### src/rtl/shift_pkg.sv
// Shared encodings for the bit-serial shifter: operation codes and sequencer states.
package shift_pkg;

  typedef enum logic [1:0] {
    OpRol = 2'b00,
    OpSll = 2'b01,
    OpRor = 2'b10,
    OpSra = 2'b11
  } shift_op_e;

  typedef enum logic [1:0] {
    StIdle  = 2'b00,
    StShift = 2'b01,
    StDone  = 2'b10
  } shift_state_e;

endpackage

### src/rtl/shift1.sv
// Single-step shifter/rotator: applies one 1-bit move of the selected operation.
module shift1
  import shift_pkg::*;
#(
  parameter int unsigned WIDTH = 16
) (
  input  logic [WIDTH-1:0] acc_i,
  input  shift_op_e        op_i,
  output logic [WIDTH-1:0] acc_o
);

  always_comb begin
    acc_o = acc_i;
    unique case (op_i)
      OpRol: acc_o = {acc_i[WIDTH-2:0], acc_i[WIDTH-1]};
      OpSll: acc_o = {acc_i[WIDTH-2:0], 1'b0};
      OpRor: acc_o = {acc_i[0], acc_i[WIDTH-1:1]};
      OpSra: acc_o = {acc_i[WIDTH-1], acc_i[WIDTH-1:1]};
      default: acc_o = acc_i;
    endcase
  end

endmodule

### src/rtl/shift_seq.sv
// Sequencer for a 1-bit-per-cycle shifter: captures an operand, steps it cnt times,
// then publishes the result with a one-cycle done pulse.
module shift_seq
  import shift_pkg::*;
#(
  parameter int unsigned WIDTH = 16,
  parameter int unsigned CNT_W = 4
) (
  input  logic             clk,
  input  logic             rst,
  input  logic             start,
  input  logic [1:0]       op,
  input  logic [WIDTH-1:0] in,
  input  logic [CNT_W-1:0] cnt,
  input  logic             flush,
  output logic             busy,
  output logic             done,
  output logic [WIDTH-1:0] out
);

  shift_state_e     state_q, state_d;
  logic [WIDTH-1:0] acc_q, acc_d;
  logic [CNT_W-1:0] rem_q, rem_d;
  shift_op_e        op_q, op_d;
  logic [WIDTH-1:0] out_q, out_d;
  logic [WIDTH-1:0] step;

  shift1 #(
    .WIDTH(WIDTH)
  ) u_shift1 (
    .acc_i(acc_q),
    .op_i (op_q),
    .acc_o(step)
  );

  always_comb begin
    state_d = state_q;
    acc_d   = acc_q;
    rem_d   = rem_q;
    op_d    = op_q;
    out_d   = out_q;
    unique case (state_q)
      StIdle: begin
        if (start && !flush) begin
          acc_d = in;
          rem_d = cnt;
          op_d  = shift_op_e'(op);
          if (cnt == '0) begin
            state_d = StDone;
            out_d   = in;
          end else begin
            state_d = StShift;
          end
        end
      end
      StShift: begin
        if (flush) begin
          state_d = StIdle;
        end else begin
          acc_d = step;
          rem_d = rem_q - CNT_W'(1);
          // Last step: publish the freshly shifted value as we enter DONE.
          if (rem_q == CNT_W'(1)) begin
            state_d = StDone;
            out_d   = step;
          end
        end
      end
      StDone:  state_d = StIdle;
      default: state_d = StIdle;
    endcase
  end

  always_ff @(posedge clk) begin
    if (rst) begin
      state_q <= StIdle;
      acc_q   <= '0;
      rem_q   <= '0;
      op_q    <= OpRol;
      out_q   <= '0;
    end else begin
      state_q <= state_d;
      acc_q   <= acc_d;
      rem_q   <= rem_d;
      op_q    <= op_d;
      out_q   <= out_d;
    end
  end

  assign busy = (state_q != StIdle);
  // A flush arriving in DONE suppresses the pulse.
  assign done = (state_q == StDone) && !flush;
  assign out  = out_q;

endmodule
### config.mk
export PLATFORM = sky130hd
export DESIGN_NAME = shift_seq
export DESIGN_NICKNAME = d
export VERILOG_FILES = /design/src/rtl/shift_pkg.sv /design/src/rtl/shift1.sv /design/src/rtl/shift_seq.sv
export SDC_FILE = /design/constraint.sdc
export NUM_CORES = 1
export LEC_CHECK = 0
export ABC_AREA = 0
export CORE_ASPECT_RATIO = 1.2
export CORE_MARGIN = 2
export CORE_UTILIZATION = 31
export CTS_CLUSTER_DIAMETER = 150
export DETAILED_ROUTE_END_ITERATION = 10
export PLACE_DENSITY_LB_ADDON = 0.2
export SLEW_MARGIN = 30
export SYNTH_ARGS = -nofsm -noshare
export SYNTH_HDL_FRONTEND = slang
export SYNTH_HIERARCHICAL = 1
export SYNTH_SLANG_ARGS = --single-unit
### constraint.sdc
create_clock -name clk -period 2.1 [get_ports clk]
set_clock_uncertainty 0.2 [all_clocks]
set_input_delay 0.42 -clock clk [delete_from_list [all_inputs] [get_ports clk]]
set_output_delay 0.42 -clock clk [all_outputs]
set_load 0.01 [all_outputs]
**Word level (Yosys, flattened, before mapping)**

Cells that the tools add are included.

- Add/sub/neg operators: 1
- Equal/unequal tests: 11
- Mux-type cells: 17
- Reductions and logical operators: 12

Operators with widths:

| cell | number |
|---|---|
| 2-to-1 mux 16 bit | 6 |
| one-hot mux 16 bit (2 select lines) | 2 |
| one-hot mux 16 bit (4 select lines) | 1 |
| 2-to-1 mux 2 bit | 4 |
| 2-to-1 mux 4 bit | 2 |
| != test 2 bit, second input constant | 4 |
| one-hot mux 4 bit (2 select lines) | 1 |
| == test 2 bit, second input constant | 3 |
| AND reduction 5 bit | 1 |
| == test 2 x 1 -> 1 bit, second input constant | 2 |
| == test 4 x 1 -> 1 bit, second input constant | 1 |
| zero test 2 bit | 2 |
| zero test 4 bit | 1 |
| one-hot mux 2 bit (2 select lines) | 1 |
| AND reduction 2 bit | 2 |
| nonzero test 2 bit | 2 |
| subtractor 4 x 1 -> 4 bit, second input constant | 1 |
| != test 3 bit, second input constant | 1 |
| AND reduction 3 bit | 1 |
| logical AND 1 bit | 2 |
| zero test 1 bit | 1 |

- Register bits after elaboration: 40
- Input bits: 26
- Output and inout port bits: 18
- Logic and storage cells: 46

**Logic depth before layout (Yosys ltp)**

Gate-level depths: netlist of run 1.

- Depth after elaboration: 5
- Depth in mapped cells: 7
- Mapped depth without buffers: 6

**Cells and area by module**

Netlist of run 1, hierarchy kept.

Modules (own cells, without submodules):

| module | instances | cells an instance | area each (um^2) | seq. area each (um^2) |
|---|---|---|---|---|
| shift_seq | 1 | 180 | 1870.5 | 800.8 |
| shift1 | 1 | 21 | 244.0 | 0.0 |

**Worst setup path before layout of run 1**

No wires, ideal clock.

- Kind: register to register
- Start: reg rem_q[1]
- End: reg out_q[10], in the netlist out[10]
- Library setup time: 81 ps
- Arrival: 1440 ps
- Required time: 1819 ps
- Path slack: 379 ps
- Cell stages (with the launch flop): 8
- Path buffers: 1
- Clock period less this slack: 1721 ps
- Cell sequence: dfxtp_1 > inv_1 > ha_1 > nor3b_1 > a32o_4 > buf_12 > nor2_2 > a211oi_2

- Cells in the longest elaborated chain, start to end: 3

RTL lines:

| what | RTL line | source |
|---|---|---|
| start, declared | shift_seq.sv:23 | `logic [CNT_W-1:0] rem_q, rem_d;` |
| start signal, assigned | shift_seq.sv:84 | `rem_q <= rem_d;` |
| == test 4 x 1 -> 1 bit | shift_seq.sv:63 | `if (rem_q == CNT_W'(1)) begin` |
| != test 2 bit (no source line) | - |  |
| AND reduction 5 bit (no source line) | - |  |
| end signal, assigned | shift_seq.sv:86 | `out_q <= out_d;` |
| end, declared | shift_seq.sv:25 | `logic [WIDTH-1:0] out_q, out_d;` |

No other way between the ends.
A chain may end at the register's enable or synchronous reset.

**Worst setup path after layout of run 1**

- Start: reg state_q[0]
- End: out busy

- Cells in the longest elaborated chain, start to end: 1

RTL lines:

| what | RTL line | source |
|---|---|---|
| start, declared | shift_seq.sv:21 | `shift_state_e state_q, state_d;` |
| start signal, assigned | shift_seq.sv:76 | `state_q <= StIdle;` |
| start signal, assigned | shift_seq.sv:82 | `state_q <= state_d;` |
| nonzero test 2 bit | shift_seq.sv:90 | `assign busy = (state_q != StIdle);` |
| end, declared | shift_seq.sv:16 | `output logic busy,` |

No other way between the ends.

==> impl_metrics.tcl, run 1 <==
set metrics [dict create \
    yosys.cell_count.top_type "sky130_fd_sc_hd__dfxtp_1" \
    worstHoldPathCells 2 \
    syn_to_final_growth_pct 32.9 \
    die_h_um 94.5 \
    number_of_antenna_violations_at_the_first_check_in_global_routing 0 \
    clock.fmax_ghz 0.495 \
    synth-compound-area-share_pct 21.0 \
    synth_edf_count 0 \
    placement.setup.worst_slack_ns -0.151 \
    netlist_area_um2 2110 \
    netlist_instances 201 \
    reg2reg_capture_point "out[5]" \
    global_route_wire_length_before_repair_mm 7.77 \
    routed_wl_mm 4.62 \
    post_synth_xor_area_fraction_pct 0 \
    floorplan.io_pins 44 \
    reg2reg_slack_ns 0.21 \
    cts_htree_levels 2 \
    drc 0 \
    root_buffer "sky130_fd_sc_hd__clkbuf_8" \
    dieWidth_um 79.4 \
    synthTopCellsByArea "sky130_fd_sc_hd__dfxtp_1 (38%), sky130_fd_sc_hd__a211oi_2 (9.5%), sky130_fd_sc_hd__mux2i_1 (9.0%), sky130_fd_sc_hd__a211oi_1 (5.7%), sky130_fd_sc_hd__nor2_1 (4.6%)" \
    fin_tns_setup_ns 0 \
    synth_adder_area_share_pct 1.18 \
    finalCoreUtilization_pct 43.1 \
    slew_headroom_pct 71.7 \
    layout_worst_path_cycle_share_pct 96.3 \
    tritoncts_num_sinks 40 \
    total_grt_overflow 0 \
    critPathKind "flip-flop to primary output" \
    muxShareOfSynthArea_pct 17.5 \
    drt-wirelength-per-cell_um 13.6 \
    synthArstFlopShare_pct 0 \
    timing.hold.worst_endpoint "rem_q[1]" \
    synth_area_per_cell_um2 10.5 \
    synth_common_cells "sky130_fd_sc_hd__dfxtp_1 (40), sky130_fd_sc_hd__nor2_1 (26), sky130_fd_sc_hd__mux2i_1 (19)" \
    cp_data_required_time_ns 1.48 \
    gp_congestion 0.758 \
    finalNetCount 282 \
    min_from "rem_q[1]" \
    combinational_family_with_the_most_area_after_synthesis "compound AO/OA/AOI/OAI gates" \
    grt_pass1_vias 1629 \
    power.density_cell_area_nw_per_um2 595 \
    timing_hold_violations_final 0 \
    setup_viol 0 \
    netlist.area_leader.share_pct 37.9 \
    pnr_worst_setup_slack_ns 0.0778 \
    detailed_place_hpwl_mm 3.30 \
    die_area_um2 7500 \
    synth.yosys.seq_area_share_pct 37.9 \
    synth.net_count 229 \
    postRouteAntennaNets 0 \
    rr_worst_depth 7 \
    cts_tree "done" \
    floorplan.rows 32 \
    floorplan.initialDensity_pct 32.4 \
    crit-reg2reg-launch "rem_q[1]" \
    synth_simple_gate_area_share_pct 15.3 \
    clkSlewWorstSetupHoldPaths_ns 0.08 \
    rsz0062_at_grt "false" \
    timing.hold.worst.class "flip-flop to flip-flop" \
    synth_top_cell_by_area "sky130_fd_sc_hd__dfxtp_1" \
    insertedDiodeCount 0 \
    finalWorstPathRequiredPeriod_ns 2.02 \
    ys_warn_count 6 \
    stdcell_area_um2 2810 \
    dr_total_vias 1629 \
    timing.max_cap.violations 0 \
    core-area_um2 6530 \
    irDropWorstVdd_v 0.000245 \
    slew_viol_final 0 \
    worstSetupEndpointType "primary output" \
    worstSetupStartpointType "flip-flop" \
    insertion_delay_ns 0.29 \
    result_of_the_run "completed" \
    detail_route.iter0.violations 67 \
    drive_gt1_share_pct 29.8 \
    synth.distinct_cells 35 \
    drt-vias-per-instance 4.79 \
    synth_ff_type "sky130_fd_sc_hd__dfxtp_1" \
    place.port_buffers 43 \
    placed_area_um2 2720 \
    largest_net_degree_at_the_start_of_global_routing 41 \
    clock_tree.buffer_depth 2 \
    drtPass1Iterations 4 \
    leakagePower_nw 0.970 \
    synth-seq-cells 40 \
    timing.critical_path.fanout_max 8 \
    track_usage_pct 13.0 \
    cts_made_buffers 5 \
    worst_pin_slew_ns 0.421 \
    cp_data_arrival_time_ns 1.40 \
]
[layer usage]
layer	up-vias	wire, um	GRT usage, %
met3	5	184	2.96
met1	756	2250	17.0
met5	-	0	0
met2	29	2120	21.0
li1	839	-	-
met4	0	66	4.74
[stage by stage]
stage | hold WS (ns) | std cells | power, mW
6_report | 0.276 | 340 | 1.67
4_1_cts | 0.278 | 340 | 1.70
2_1_floorplan | 0.245 | 201 | 1.04
3_5_place_dp | 0.268 | 332 | 1.16
5_1_grt | 0.309 | 340 | 1.76
3_3_place_gp | 0.261 | 332 | 1.15
[what timing repair did]
item | CTS | global route
hold buffers | 0 | 0
hold endpoints to repair | 0 | 0
endpoints found under the setup margin | 1 | 1
setup buffers | 0 | 0
pin swaps | 0 | 0
resized for setup | 1 | 1
[state kept, by name, summed over array words and instances (netlist names)]
register	flops
acc_q	16
out	16
rem_q	4
op_q	2
state_q	2
[cell type report]
class	count	area [um^2]
inverters	2	7.51
fillers	650	3720
clock inverters	1	7.51
multi-input cells	143	1170
repair buffers	62	634
flip-flops and latches	40	802
well taps	85	106
clock buffers	7	86.3
[power by group]
part / internal (mW) / total, mW / switching [mW]
registers: 0.796 / 0.827 / 0.0306
clock network: 0.267 / 0.537 / 0.270
logic: 0.172 / 0.309 / 0.137
total: 1.23 / 1.67 / 0.438
[critical path: stages, from the launching register on]
cell                              delay, ns
sky130_fd_sc_hd__dfxtp_2               0.37
sky130_fd_sc_hd__or2_2                 0.27
sky130_fd_sc_hd__clkdlybuf4s50_1       0.47
[kinds of logic (layout without fill, tap and decap cells)]
| kind of cell | count (synthesis) | in the layout |
|---|---|---|
| buffers and inverters | 18 | 72 |
| flip-flops | 40 | 40 |
| AO/OA/AOI/OAI | 49 | 49 |
| AND/OR/NAND/NOR | 59 | 59 |
| adder cells (fa/ha/maj) | 2 | 2 |
| multiplexers | 33 | 33 |
[cell usage in the layout (no fill, tap or decap), types with 2 or more instances in the layout]
cell type and n:
sky130_fd_sc_hd__a21oi_1 5, sky130_fd_sc_hd__nor2_1 26, sky130_fd_sc_hd__a211oi_2 16, sky130_fd_sc_hd__ha_1 2, sky130_fd_sc_hd__buf_12 5, sky130_fd_sc_hd__o21ai_0 4
sky130_fd_sc_hd__nor2_2 14, sky130_fd_sc_hd__clkbuf_8 6, sky130_fd_sc_hd__inv_1 2, sky130_fd_sc_hd__mux2_4 6, sky130_fd_sc_hd__buf_4 14, sky130_fd_sc_hd__o211ai_1 2
sky130_fd_sc_hd__nor2b_1 2, sky130_fd_sc_hd__mux2_2 8, sky130_fd_sc_hd__a211oi_1 16, sky130_fd_sc_hd__clkdlybuf4s50_1 42, sky130_fd_sc_hd__nor3b_1 3, sky130_fd_sc_hd__nand2_1 2
sky130_fd_sc_hd__and2_0 2, sky130_fd_sc_hd__dfxtp_1 39, sky130_fd_sc_hd__nor4_1 3, sky130_fd_sc_hd__mux2i_1 19
[worst max path at each step]
stage	startpoint	slack, ns	cells past startpoint	end
global route	state_q[0]	0.04	2	busy
floorplan	rem_q[1]	0.38	7	out[10]
finish	state_q[0]	0.08	2	busy
detailed placement	flush	-0.15	7	out[12]
CTS	state_q[0]	0.01	2	busy
global placement	flush	-0.12	7	out[11]
(Power assumes the default switching activity.)
==> run 2, diff against run 1 <==
==> constraint.sdc (replaced) <==
create_clock -name clk -period 2.3 [get_ports clk]
set_clock_uncertainty 0.2 [all_clocks]
set_input_delay 0.46 -clock clk [delete_from_list [all_inputs] [get_ports clk]]
set_output_delay 0.46 -clock clk [all_outputs]
set_load 0.01 [all_outputs]
==> impl_metrics.tcl, run 2 (same netlist as run 1, synthesis figures left out) <==
set metrics [dict create \
    cts_hold_repair.buffers 0 \
    rr_worst_depth 6 \
    cts_tree "done" \
    grt_pass1_vias 1595 \
    num-fill-cells 647 \
    top_usage_layer "met2" \
    setup_viol 0 \
    cts_made_buffers 5 \
    critPathKind "flip-flop to primary output" \
    slew_headroom_pct 68.7 \
    slew_viol_final 0 \
    timing.hold.worst_endpoint "rem_q[1]" \
    globalRouteMet1Util_pct 17.1 \
    floorplan.initialDensity_pct 32.4 \
    reg2reg_capture_point "out[3]" \
    insertion_delay_ns 0.29 \
    slowest_delay_ns 0.47 \
    clkSlewWorstSetupHoldPaths_ns 0.08 \
    drive_gt1_share_pct 27.9 \
    postRouteAntennaNets 0 \
    clock.fmax_ghz 0.477 \
    critical_path.n_buffers_inverters 1 \
    total_grt_overflow 0 \
    layout_worst_path_cycle_share_pct 91.1 \
    commonest_cells_after_routing_fill_and_taps_aside "sky130_fd_sc_hd__clkdlybuf4s50_1 (42), sky130_fd_sc_hd__dfxtp_1 (38), sky130_fd_sc_hd__nor2_1 (26), sky130_fd_sc_hd__mux2i_1 (19)" \
    seqPwrFrac_pct 51.4 \
    worst_pin_slew_ns 0.468 \
    syn_to_final_growth_pct 29.9 \
    die_h_um 94.5 \
    finalNetCount 275 \
    root_buffer "sky130_fd_sc_hd__clkbuf_8" \
    fin_tns_setup_ns 0 \
    insertedDiodeCount 0 \
    pnr_worst_setup_slack_ns 0.205 \
    track_usage_pct 13.2 \
    gr-usage-met2_pct 21.3 \
    worst-path-stages 2 \
    crit-reg2reg-launch "rem_q[0]" \
    clock_tree.buffer_depth 2 \
    drt-vias-per-instance 4.76 \
    global_route_wire_length_before_repair_mm 7.72 \
    largest_net_degree_at_the_start_of_global_routing 41 \
    stdcell_count 332 \
    grt_util_met3_pct 3.06 \
    detailed_place_hpwl_mm 3.28 \
    drtPass1Iterations 4 \
    die_area_um2 7500 \
    cts_htree_levels 2 \
    timing.hold.worst.class "flip-flop to flip-flop" \
    leakagePower_nw 0.944 \
    drc 0 \
    core-area_um2 6530 \
    number_of_antenna_violations_at_the_first_check_in_global_routing 0 \
    fin_total_pwr_mw 1.47 \
    rsz0062_at_grt "false" \
    power.density_cell_area_nw_per_um2 536 \
    detail_route.iter0.violations 45 \
    tritoncts_num_sinks 40 \
    gp_congestion 0.775 \
    place.port_buffers 43 \
    placedCellCount 325 \
    irDropWorstVdd_v 0.000239 \
    dr_total_vias 1580 \
    floorplan.io_pins 44 \
    timing.max_cap.violations 0 \
    cts_setup_buffers 0 \
    post_cts.resized_instances 0 \
    worstPathCellList "or2_2, clkdlybuf4s50_1" \
    result_of_the_run "completed" \
    routed_wl_mm 4.59 \
    worstHoldPathCells 2 \
    worstSetupStartpointType "flip-flop" \
    dieWidth_um 79.4 \
    drt-wirelength-per-cell_um 13.8 \
    timing_hold_violations_final 0 \
    min_from "rem_q[1]" \
    cell_internal_pwr_mw 1.09 \
    cp_data_required_time_ns 1.64 \
    netSwitchingFraction_pct 26.2 \
    cpMaxStageDelayCell "sky130_fd_sc_hd__clkdlybuf4s50_1" \
    cp_data_arrival_time_ns 1.44 \
    crit_family "buffers and inverters" \
    comb_power_share_pct 18.7 \
    clkPwrFrac_pct 29.9 \
    worstSetupEndpointType "primary output" \
    layout.cells.most_common "sky130_fd_sc_hd__clkdlybuf4s50_1" \
    reg2reg_slack_ns 0.32 \
    placement.setup.worst_slack_ns 0.00938 \
    power.net_switching_uw 385 \
    floorplan.rows 32 \
    timing.critical_path.fanout_max 13 \
    finalWorstPathRequiredPeriod_ns 2.10 \
]
==> run 2: worst max path at each step <==
stage,from,end
2_1_floorplan,cnt[1],out[10]
3_3_place_gp,flush,done
3_5_place_dp,flush,out[5]
4_1_cts,flush,done
5_1_grt,state_q[0],busy
6_report,state_q[0],busy
==> run 2: metal layers <==
layer,up-vias,share of wire [%]
met1,723,47
met4,0,1.8
met3,6,4.5
met2,34,46
li1,817,-
met5,-,0
==> run 2: cell type report <==
class / count / area [um^2] / area share (%)
Clock inverter: 1 / 5.00 / 0.182
Multi-Input combinational cell: 143 / 1170 / 42.5
Timing Repair Buffer: 55 / 586 / 21.3
Sequential cell: 40 / 803 / 29.2
Inverter: 2 / 7.51 / 0.273
Tap cell: 85 / 106 / 3.87
Clock buffer: 6 / 72.6 / 2.64
==> run 2: worst reg2reg max path: cells and delay by family, from the launching register on <==
kind,cells,cell delay [ns]
AO/OA/AOI/OAI,2,0.53
adder cells (fa/ha/maj),1,0.15
buffers and inverters,1,0.18
flip-flops,1,0.39
AND/OR/NAND/NOR,2,0.46
==> run 2: per-stage QoR <==
stage          hold slack, ns  utilization (%)  cell area [um^2]
4_1_cts                 0.284             42.0              2740
3_3_place_gp            0.262             40.8              2660
6_report                0.278             42.1              2750
5_1_grt                 0.302             42.1              2750
3_5_place_dp            0.273             40.8              2660
2_1_floorplan           0.245                -              2110
==> run 2: power by group through the flow <==
stage                     clock network, mW  registers, mW  logic (mW)
final                                 0.439          0.756       0.275
after global routing                  0.485          0.762       0.305
after CTS                             0.462          0.757       0.279
after detailed placement                  0          0.773       0.278
after global placement                    0          0.772       0.276
after floorplan                           0          0.765       0.181
